`src/rtl/bram_loader_pkg.sv`:
```
// Shared definitions for the HPS download to BRAM loader.
package bram_loader_pkg;

  // Width of the HPS download byte address bus.
  localparam int DL_ADDR_W = 25;

  // Loader FSM encoding.
  typedef logic [1:0] state_t;
  localparam state_t ST_IDLE  = 2'd0;
  localparam state_t ST_CLEAR = 2'd1;
  localparam state_t ST_LOAD  = 2'd2;
  localparam state_t ST_DONE  = 2'd3;

  // Default download index per ROM slot.
  localparam logic [7:0] DL_IDX_BIOS = 8'h00;
  localparam logic [7:0] DL_IDX_GAME = 8'h01;
  localparam logic [7:0] DL_IDX_CART = 8'h02;

  // Number of byte-offset bits below the word address (0 for 8-bit, 1 for 16-bit words).
  function automatic int pack_shift(input int data_w);
    return (data_w == 16) ? 1 : 0;
  endfunction

endpackage

```
`src/rtl/bram_loader_pack.sv`:
```
// Byte-to-word packer: pass-through for 8-bit words, little-endian pairing for 16-bit words.
module bram_loader_pack
  import bram_loader_pkg::*;
#(
  parameter int DATA_W = 8,
  parameter int ADDR_W = 10
) (
  input  logic                                 clock,
  input  logic                                 reset_n,
  input  logic                                 clr,
  input  logic                                 flush,
  input  logic                                 byte_vld,
  input  logic [ADDR_W+pack_shift(DATA_W)-1:0] byte_off,
  input  logic [7:0]                           byte_data,
  output logic                                 wr_vld,
  output logic [ADDR_W-1:0]                    wr_addr,
  output logic [DATA_W-1:0]                    wr_data
);

  localparam int SHIFT = pack_shift(DATA_W);
  localparam int OFF_W = ADDR_W + SHIFT;

  logic [7:0]        lo_q, lo_d;
  logic [ADDR_W-1:0] lo_addr_q, lo_addr_d;
  logic              lo_vld_q, lo_vld_d;
  logic [15:0]       word;

  // Word assembly and low-byte latch update.
  always_comb begin
    lo_d      = lo_q;
    lo_addr_d = lo_addr_q;
    lo_vld_d  = lo_vld_q;
    wr_vld    = 1'b0;
    wr_addr   = byte_off[OFF_W-1:SHIFT];
    word      = {byte_data, 8'h00};
    if (clr) begin
      lo_vld_d = 1'b0;
    end else if (DATA_W == 16) begin
      if (flush) begin
        // A lone low byte at session end still lands, high byte zero.
        if (lo_vld_q) begin
          wr_vld   = 1'b1;
          wr_addr  = lo_addr_q;
          word     = {8'h00, lo_q};
          lo_vld_d = 1'b0;
        end
      end else if (byte_vld) begin
        if (!byte_off[0]) begin
          lo_d      = byte_data;
          lo_addr_d = byte_off[OFF_W-1:SHIFT];
          lo_vld_d  = 1'b1;
        end else begin
          // Only pair with the latched byte if it belongs to this word.
          wr_vld   = 1'b1;
          word     = {byte_data,
                      (lo_vld_q && lo_addr_q == byte_off[OFF_W-1:SHIFT]) ? lo_q : 8'h00};
          lo_vld_d = 1'b0;
        end
      end
    end else begin
      wr_vld = byte_vld;
    end
    wr_data = (DATA_W == 8) ? DATA_W'(word[15:8]) : DATA_W'(word);
  end

  // Low-byte latch registers.
  always_ff @(posedge clock) begin
    if (!reset_n) begin
      lo_q      <= '0;
      lo_addr_q <= '0;
      lo_vld_q  <= 1'b0;
    end else begin
      lo_q      <= lo_d;
      lo_addr_q <= lo_addr_d;
      lo_vld_q  <= lo_vld_d;
    end
  end

endmodule

```
`src/rtl/bram_loader.sv`:
```
// HPS download loader: optional RAM fill sweep, then byte stream packed into BRAM writes.
//
// state    | meaning
// ---------+-------------------------------------------------------------
// ST_IDLE  | waiting for a dl_active rising edge with our index
// ST_CLEAR | writing FILL_VALUE to every word, dl_wait high
// ST_LOAD  | accepting download bytes, one write per completed word
// ST_DONE  | single-cycle done pulse, then back to idle
module bram_loader
  import bram_loader_pkg::*;
#(
  parameter int                   DATA_W         = 8,
  parameter int                   ADDR_W         = 10,
  parameter logic [DL_ADDR_W-1:0] BASE_ADDR      = 25'h0,
  parameter logic [7:0]           DL_INDEX       = DL_IDX_BIOS,
  parameter bit                   CLEAR_ON_START = 1'b1,
  parameter logic [DATA_W-1:0]    FILL_VALUE     = '0
) (
  input  logic                 clock,
  input  logic                 reset_n,
  input  logic                 dl_active,
  input  logic [7:0]           dl_index,
  input  logic                 dl_wr,
  input  logic [DL_ADDR_W-1:0] dl_addr,
  input  logic [7:0]           dl_data,
  output logic                 dl_wait,
  output logic                 mem_wren,
  output logic [ADDR_W-1:0]    mem_addr,
  output logic [DATA_W-1:0]    mem_data,
  output logic                 busy,
  output logic                 done,
  output logic                 overflow
);

  localparam int                OFF_W     = ADDR_W + pack_shift(DATA_W);
  localparam logic [25:0]       LIMIT     = 26'((2 ** ADDR_W) * (DATA_W / 8));
  localparam logic [ADDR_W-1:0] LAST_WORD = '1;

  if (DATA_W != 8 && DATA_W != 16) begin : g_bad_width
    $error("bram_loader: DATA_W must be 8 or 16");
  end

  state_t                 state_q, state_d;
  logic                   act_q, act_d;
  logic [ADDR_W-1:0]      clr_cnt_q, clr_cnt_d;
  logic                   pend_vld_q, pend_vld_d;
  logic [DL_ADDR_W-1:0]   pend_addr_q, pend_addr_d;
  logic [7:0]             pend_data_q, pend_data_d;
  logic                   end_req_q, end_req_d;
  logic                   overflow_q, overflow_d;
  logic                   busy_q, busy_d;
  logic                   done_q, done_d;
  logic                   dl_wait_q, dl_wait_d;
  logic                   mem_wren_q, mem_wren_d;
  logic [ADDR_W-1:0]      mem_addr_q, mem_addr_d;
  logic [DATA_W-1:0]      mem_data_q, mem_data_d;

  logic                   sess_start, act_fall, clr_last, ending;
  logic                   byte_vld, pk_clr, pk_flush;
  logic [DL_ADDR_W-1:0]   byte_addr, byte_off;
  logic [7:0]             byte_data;
  logic                   byte_in_range;
  logic                   pk_wr_vld;
  logic [ADDR_W-1:0]      pk_wr_addr;
  logic [DATA_W-1:0]      pk_wr_data;

  assign sess_start = dl_active && !act_q && (dl_index == DL_INDEX);
  assign act_fall   = act_q && !dl_active;
  assign clr_last   = (clr_cnt_q == LAST_WORD);
  assign ending     = end_req_q || act_fall;

  // Pick the byte handed to the packer this cycle; a buffered byte always goes first.
  always_comb begin
    byte_vld  = 1'b0;
    byte_addr = dl_addr;
    byte_data = dl_data;
    pk_flush  = 1'b0;
    pk_clr    = (state_q == ST_IDLE) && sess_start;
    case (state_q)
      ST_CLEAR: begin
        if (clr_last && pend_vld_q) begin
          byte_vld  = 1'b1;
          byte_addr = pend_addr_q;
          byte_data = pend_data_q;
        end
      end
      ST_LOAD: begin
        if (pend_vld_q) begin
          byte_vld  = 1'b1;
          byte_addr = pend_addr_q;
          byte_data = pend_data_q;
        end else if (dl_wr) begin
          byte_vld = 1'b1;
        end
        if (ending && !pend_vld_q && !dl_wr) pk_flush = 1'b1;
      end
      default: ;
    endcase
  end

  // Address window check; the subtraction wraps so below-base addresses are caught separately.
  assign byte_off      = byte_addr - BASE_ADDR;
  assign byte_in_range = (byte_addr >= BASE_ADDR) && ({1'b0, byte_off} < LIMIT);

  bram_loader_pack #(
    .DATA_W (DATA_W),
    .ADDR_W (ADDR_W)
  ) u_pack (
    .clock     (clock),
    .reset_n   (reset_n),
    .clr       (pk_clr),
    .flush     (pk_flush),
    .byte_vld  (byte_vld && byte_in_range),
    .byte_off  (byte_off[OFF_W-1:0]),
    .byte_data (byte_data),
    .wr_vld    (pk_wr_vld),
    .wr_addr   (pk_wr_addr),
    .wr_data   (pk_wr_data)
  );

  // FSM next state, fill sweep, pending buffer and write port.
  always_comb begin
    state_d     = state_q;
    act_d       = dl_active;
    clr_cnt_d   = clr_cnt_q;
    pend_vld_d  = pend_vld_q;
    pend_addr_d = pend_addr_q;
    pend_data_d = pend_data_q;
    end_req_d   = end_req_q;
    overflow_d  = overflow_q;
    mem_wren_d  = 1'b0;
    mem_addr_d  = mem_addr_q;
    mem_data_d  = mem_data_q;
    case (state_q)
      ST_IDLE: begin
        if (sess_start) begin
          overflow_d = 1'b0;
          pend_vld_d = 1'b0;
          end_req_d  = 1'b0;
          if (CLEAR_ON_START) begin
            // Word 0 goes out together with the state change so the sweep is 2**ADDR_W cycles.
            state_d    = ST_CLEAR;
            clr_cnt_d  = '0;
            mem_wren_d = 1'b1;
            mem_addr_d = '0;
            mem_data_d = FILL_VALUE;
          end else begin
            state_d = ST_LOAD;
          end
        end
      end
      ST_CLEAR: begin
        if (act_fall) end_req_d = 1'b1;
        if (dl_wr) begin
          if (pend_vld_q && !clr_last) begin
            overflow_d = 1'b1;
          end else begin
            pend_vld_d  = 1'b1;
            pend_addr_d = dl_addr;
            pend_data_d = dl_data;
          end
        end else if (clr_last && pend_vld_q) begin
          pend_vld_d = 1'b0;
        end
        if (clr_last) begin
          state_d = ST_LOAD;
        end else begin
          clr_cnt_d  = clr_cnt_q + ADDR_W'(1);
          mem_wren_d = 1'b1;
          mem_addr_d = clr_cnt_q + ADDR_W'(1);
          mem_data_d = FILL_VALUE;
        end
      end
      ST_LOAD: begin
        if (pend_vld_q) begin
          pend_vld_d = dl_wr;
          if (dl_wr) begin
            pend_addr_d = dl_addr;
            pend_data_d = dl_data;
          end
        end
        if (ending) begin
          if (pk_flush) begin
            state_d   = ST_DONE;
            end_req_d = 1'b0;
          end else begin
            end_req_d = 1'b1;
          end
        end
      end
      default: begin
        state_d = ST_IDLE;
      end
    endcase
    if (byte_vld && !byte_in_range) overflow_d = 1'b1;
    if (pk_wr_vld) begin
      mem_wren_d = 1'b1;
      mem_addr_d = pk_wr_addr;
      mem_data_d = pk_wr_data;
    end
    busy_d    = (state_d != ST_IDLE);
    done_d    = (state_d == ST_DONE);
    dl_wait_d = (state_d == ST_CLEAR);
  end

  // State and output registers; act_q follows dl_active through reset so a held-high
  // download is not mistaken for a new session afterwards.
  always_ff @(posedge clock) begin
    if (!reset_n) begin
      state_q     <= ST_IDLE;
      act_q       <= dl_active;
      clr_cnt_q   <= '0;
      pend_vld_q  <= 1'b0;
      pend_addr_q <= '0;
      pend_data_q <= '0;
      end_req_q   <= 1'b0;
      overflow_q  <= 1'b0;
      busy_q      <= 1'b0;
      done_q      <= 1'b0;
      dl_wait_q   <= 1'b0;
      mem_wren_q  <= 1'b0;
      mem_addr_q  <= '0;
      mem_data_q  <= '0;
    end else begin
      state_q     <= state_d;
      act_q       <= act_d;
      clr_cnt_q   <= clr_cnt_d;
      pend_vld_q  <= pend_vld_d;
      pend_addr_q <= pend_addr_d;
      pend_data_q <= pend_data_d;
      end_req_q   <= end_req_d;
      overflow_q  <= overflow_d;
      busy_q      <= busy_d;
      done_q      <= done_d;
      dl_wait_q   <= dl_wait_d;
      mem_wren_q  <= mem_wren_d;
      mem_addr_q  <= mem_addr_d;
      mem_data_q  <= mem_data_d;
    end
  end

  assign dl_wait  = dl_wait_q;
  assign mem_wren = mem_wren_q;
  assign mem_addr = mem_addr_q;
  assign mem_data = mem_data_q;
  assign busy     = busy_q;
  assign done     = done_q;
  assign overflow = overflow_q;

endmodule

```
`config.mk`:
```
export PLATFORM = sky130hd
export DESIGN_NAME = bram_loader
export DESIGN_NICKNAME = d
export VERILOG_FILES = /design/src/rtl/bram_loader_pkg.sv /design/src/rtl/bram_loader_pack.sv /design/src/rtl/bram_loader.sv
export SDC_FILE = /design/constraint.sdc
export NUM_CORES = 1
export LEC_CHECK = 0
export ABC_AREA = 1
export CAP_MARGIN = 20
export CELL_PAD_IN_SITES_DETAIL_PLACEMENT = 0
export CELL_PAD_IN_SITES_GLOBAL_PLACEMENT = 1
export CORE_ASPECT_RATIO = 1.1
export CORE_MARGIN = 4
export CORE_UTILIZATION = 45
export DETAILED_ROUTE_END_ITERATION = 16
export DONT_BUFFER_PORTS = 1
export GPL_TIMING_DRIVEN = 0
export PLACE_DENSITY_LB_ADDON = 0.1
export SLEW_MARGIN = 20
export SYNTH_ARGS = -nofsm -noshare
export SYNTH_HDL_FRONTEND = slang
export SYNTH_SLANG_ARGS = --single-unit
```
`constraint.sdc`:
```
create_clock -name clock -period 6.4 [get_ports clock]
set_clock_uncertainty 0.2 [all_clocks]
set_input_delay 1.28 -clock clock [delete_from_list [all_inputs] [get_ports clock]]
set_output_delay 1.28 -clock clock [all_outputs]
set_load 0.05 [all_outputs]
```
* Yosys cells after proc, flatten, opt, wreduce, memory -nomap -nowiden *
Cells that the tools add are included.

operators by class
  add/subtract/negate cells = 1
  $mul = 0
  div/mod/pow operators = 0
  $lt $le $gt $ge = 2
  equality and inequality tests = 20
  shift-type cells = 0
  mux-type cells = 54
  bitwise logic cells = 0
  reduce and logical (&&, ||, !) cells = 32

operator list
  operator                                              number
  two-way mux 25 bit                                    6
  case mux 25 bit (2 select lines)                      2
  two-way mux 8 bit                                     9
  case mux 8 bit (2 select lines)                       3
  two-way mux 10 bit                                    3
  >= comparator 25 x 1 -> 1 bit, second input constant  1
  < comparator 25 x 11 -> 1 bit, second input constant  1
  two-way mux 1 bit                                     20
  case mux 10 bit (2 select lines)                      1
  != test 3 bit, second input constant                  6
  != test 2 bit, second input constant                  8
  AND reduction 4 bit                                   3
  logical AND 1 bit                                     11
  adder 10 x 1 -> 10 bit, second input constant         1
  == test 10 bit, second input constant                 1
  nonzero test 3 bit                                    3
  zero test 8 bit                                       1
  two-way mux 2 bit                                     4
  zero test 1 bit                                       6
  case mux 1 bit (2 select lines)                       3
  case mux 1 bit (3 select lines)                       2
  case mux 2 bit (3 select lines)                       1
  AND reduction 3 bit                                   2
  nonzero test 2 bit                                    3
  6 further kinds                                       8

storage, ports and cells
  register bits = 71
  latch bits = 0
  bits in writable memories = 0
  memory bits (read-only) = 0
  input port bits = 45
  output and inout port bits = 23
  logic and storage cells = 123
  memories = 0

* Longest topological paths before layout *
  depth after elaboration = 11
  mapped depth = 13
  gate-level depth less buffers = 12

* Modules after synthesis *
From an unflattened synthesis, not the netlist that was laid out.

unflattened totals
  cells, all modules = 520
  area, all modules = 3743.6 µm²

by module, submodules not included
  module            instances  cells an instance  area each (µm²)  sequential area each (µm²)
  bram_loader       1          500                3598.5           1421.4
  bram_loader_pack  1          20                 145.1            0.0

* Worst setup path before layout *
No wires, ideal clock.

  path kind = in2reg
  start point = input dl_index[3]
  end point = register mem_addr_q[2] (netlist: mem_addr[2])
  setup time = 0.064 ns
  arrival time = 2.447 ns
  data required time = 6.136 ns
  slack = 3.689 ns
  cell stages on the path = 9
  path buffers = 0
  cells stage by stage = nor2_1 > nand2_1 > nor3_1 > nand2_1 > a21oi_1 > nand3_1 > nand2_1 > nor2_1 > nor2_1

on the way
  longest elaborated chain between the ends = 6
  elaborated cells between the ends (all ways) = 9
  those cells by class = eq/ne: 2; mux: 2; reduce/logical: 5

RTL lines
  what                                                                         RTL line                RTL
  start: declaration                                                           bram_loader.sv:22       input logic [7:0] dl_index,
  zero test 8 bit (*)                                                          bram_loader.sv:67       assign sess_start = dl_active && !act_q && (dl_index == DL_INDEX);
  logical AND 1 bit (*)                                                        bram_loader.sv:67
  logical AND 1 bit                                                            bram_loader.sv:78       pk_clr = (state_q == ST_IDLE) && sess_start;
  two-way mux 1 bit                                                            bram_loader_pack.sv:36  if (clr) begin
  != test 3 bit (no source line) / nonzero test 3 bit (equally long branches)  n/a
  AND reduction 3 bit (no source line)                                         n/a
  end signal: assignment                                                       bram_loader.sv:237      mem_addr_q <= mem_addr_d;
  end: declaration                                                             bram_loader.sv:55       logic [ADDR_W-1:0] mem_addr_q, mem_addr_d;

Every way passes the cells marked *; elsewhere a longest branch is shown, timed or not.
A chain may end at the register's enable or synchronous reset.

* Worst setup path in the final report *
  start point = input dl_index[3]
  end point = register mem_addr_q[8] (netlist: mem_addr[8])

The elaborated chain is that of the path after synthesis.

==> results.ini <==
[pwr]
power_frac_seq_pct = 50.9
pwr_density_cell_nw_per_um2 = 232
power_leakage_nw = 1.55
power.internal_mw = 0.633
netsw_mw = 0.292
fin_total_pwr_mw = 0.925
p_comb_share_pct = 15.9
fraction_of_power_spent_switching_nets_pct = 31.5
vdd_ir_drop_max_uv = 122
clkPwrFrac_pct = 33.1

[clocking]
postCtsResizedCells = 0
clock_insertion_delay_worst_skew_ns = 0.35
postCtsSetupRepairBufs = 0
path_clk_slew_ns = 0.07
cts-htree-levels = 3
cts_sinks = 71
cts-root-to-sink-buffers = 2
cts_hold_buffers = 0
cts-root-buf = clkbuf_8
tritoncts.num_buffers = 9
tritoncts_clock_tree = built

[drt]
route.detailed.drc = 0
wl_per_cell_um = 15.4
via_per_inst = 5.41
antenna_violating_nets_post_route = 0
dr.pass1.iters = 4
postRouteWirelength_mm = 10.1
route.vias.total = 3557
drt_iter0_drc = 158

[synth]
synth_area_sq_um = 3690
syn_area_per_cell_sq_um = 6.92
ys_seq_elements = 71
synth_cells = 534
syn-num-nets = 585
seq_area_frac_synth_pct = 38.5
ys_dominant_reg_cell = dfxtp_1
synth.lib_cells_used.distinct = 32
edff_count_synth = 0
synth-async-reset-ratio_pct = 0
ys_warn_count = 0

[min_path]
hold_depth = 2
min_path_type = reg -> reg
min_from = end_req_q
hold_end = end_req_q

[critical_path]
max_stage_delay_ns = 0.62
critical_path.startpoint_type = primary input
depth_of_the_worst_register_to_register_path = 12
crit-reg2reg-launch = state_q[1]
path_cells = nor2_1, nand2_1, nor3_1, nand2_1, a21oi_1, nand3_1, nand2_1, nor2_1, nor2_1
worst_path_dominant_cell_family = simple AND/OR/NAND/NOR gates
worstPathBufferInverterCount = 0
critPathKind = in -> reg
rr_endpoint = mem_data[2]
timing.critical_path.slowest_stage_cell = a21oi_1
timing.critical_path.fanout_max = 10
cp_data_required_time_ns = 6.49
setup.worst_path.end_class = flop
regToRegSetupSlack_ns = 3.80
cp_data_arrival_time_ns = 2.87

[sta]
fmax_mhz = 360
period_share_pct = 43.4
layout_setup_ws_ns = 3.62
finalWorstPathRequiredPeriod_ns = 2.78
timing.setup.tns_ns = 0
relSlewSlack_pct = 48.2
hold_viol_final = 0
setup_repair_after_global_routing_missed_its_margin = false
timing.final.max_slew_violations = 0
tightestPinTransition_ns = 0.777
final_setup_viols = 0

[placement]
place.port_buffers = 0
dpl.hpwl_mm = 7.58
gp_congestion = 0.856
place_ws_ns = 3.26

[global_routing]
grt_use_total_pct = 21.9
grt_remaining_overflow = 0
grt_start_max_net_pins = 12
antenna_found_initial = 0
first_global_vias = 3446
grt_first_pass_wirelength_mm = 16.6

[floorplanning]
std_cell_rows = 34
die_area_sq_um = 9730
initial_core_utilization_pct = 46.4
die-width_um = 94.4
die_h_um = 103
core_area_sq_um = 7960
io_count = 68

[final_layout]
layout-area-overhead-vs-synth_pct = 7.86
post_route_cells_drive_above_1_share_pct = 9.11
ant_diodes = 0
number_of_nets_in_the_layout = 596

[run_status]
run_status = finished clean

[flow_run]
maxCapViolCount = 0

## cell usage after synthesis, drive strengths merged (4+ instances only)
library cell	count	area share [%]
nand2	160	17
dfxtp	71	38
nor2	63	6.9
a21oi	58	8.3
nand3	55	7.8
inv	31	3.1
o2111ai	30	7.1
clkbuf	21	2.1
buf	11	1.9
o21ai	7	1.0
ha	6	2.0
nand3b	5	1.0
nand4	4	0.68
nor3	4	0.54
## power by group through the flow
stage / Combinational [mW] / Clock [mW] / Sequential [mW]
3_3_place_gp: 0.145 / 0 / 0.481
2_1_floorplan: 0.109 / 0 / 0.480
6_report: 0.147 / 0.307 / 0.471
3_5_place_dp: 0.146 / 0 / 0.482
4_1_cts: 0.147 / 0.315 / 0.471
5_1_grt: 0.165 / 0.336 / 0.473
## registers in the layout, summed over array words and instances, names as in the netlist
signal,flops
mem_wren,1
mem_data,8
busy,1
overflow,1
mem_addr,10
dl_wait,1
act_q,1
done,1
state_q,2
pend_addr_q,25
pend_vld_q,1
pend_data_q,8
clr_cnt_q,10
end_req_q,1
## per-layer routing
layer | global-route usage, % | part of all wire [%]
met1 | 27.4 | 43
met2 | 36.5 | 48
met3 | 4.89 | 6.5
met4 | 9.22 | 2.2
met5 | 0 | 0
## logic make-up after synthesis
| group | count (synthesis) | synth area share (%) |
|---|---|---|
| xor+xnor | 1 | 0.237 |
| simple gates | 293 | 34.7 |
| buf+inv | 64 | 7.25 |
| compound gates | 99 | 17.3 |
| flops | 71 | 38.5 |
| fa+ha+maj | 6 | 2.03 |
## through the flow
stage / util (%) / instance area [sq um] / hold WS, ns / cells
6_report: 50.1 / 3990 / 0.248 / 657
5_1_grt: 50.1 / 3990 / 0.282 / 657
4_1_cts: 50.1 / 3990 / 0.256 / 657
3_5_place_dp: 48.1 / 3830 / 0.245 / 642
3_3_place_gp: 48.1 / 3830 / 0.236 / 642
2_1_floorplan: - / 3690 / 0.224 / 534
## worst max-delay path by stage
stage | endpoint | start | cells after the start
floorplan | mem_addr[2] | dl_index[3] | 9
finish | mem_addr[8] | dl_index[3] | 9
detailed placement | mem_addr[8] | dl_index[3] | 9
CTS | mem_addr[8] | dl_index[3] | 9
global placement | mem_addr[8] | dl_index[3] | 9
global route | mem_addr[8] | dl_index[1] | 9
## worst min-delay path, delay by kind of cell (launching register included)
family	cells	cell delay (ns)
AO/OA/AOI/OAI	1	0.05
flip-flops	1	0.31
buffers and inverters	1	0.05
## layout make-up
type	instances	area (sq um)
flip-flops and latches	71	1420
clock inverters	4	23.8
fillers	847	3970
clock buffers	11	131
multi-input cells	399	2010
well taps	108	135
plain buffers	32	148
inverters	32	120
## layout by cell type, fill, tap and decap left out, drive strengths merged
master	count
nand4	4
nor3	4
ha	6
a21oi	58
xor2	1
buf	11
nand3	55
and3	1
inv	31
clkbuf	32
dfxtp	71
or2	1
nor2	63
o21ai	7
o211ai	2
clkinv	5
a31oi	2
o2111ai	30
nand3b	5
nand2	160
Power figures use the tool's default switching activity.
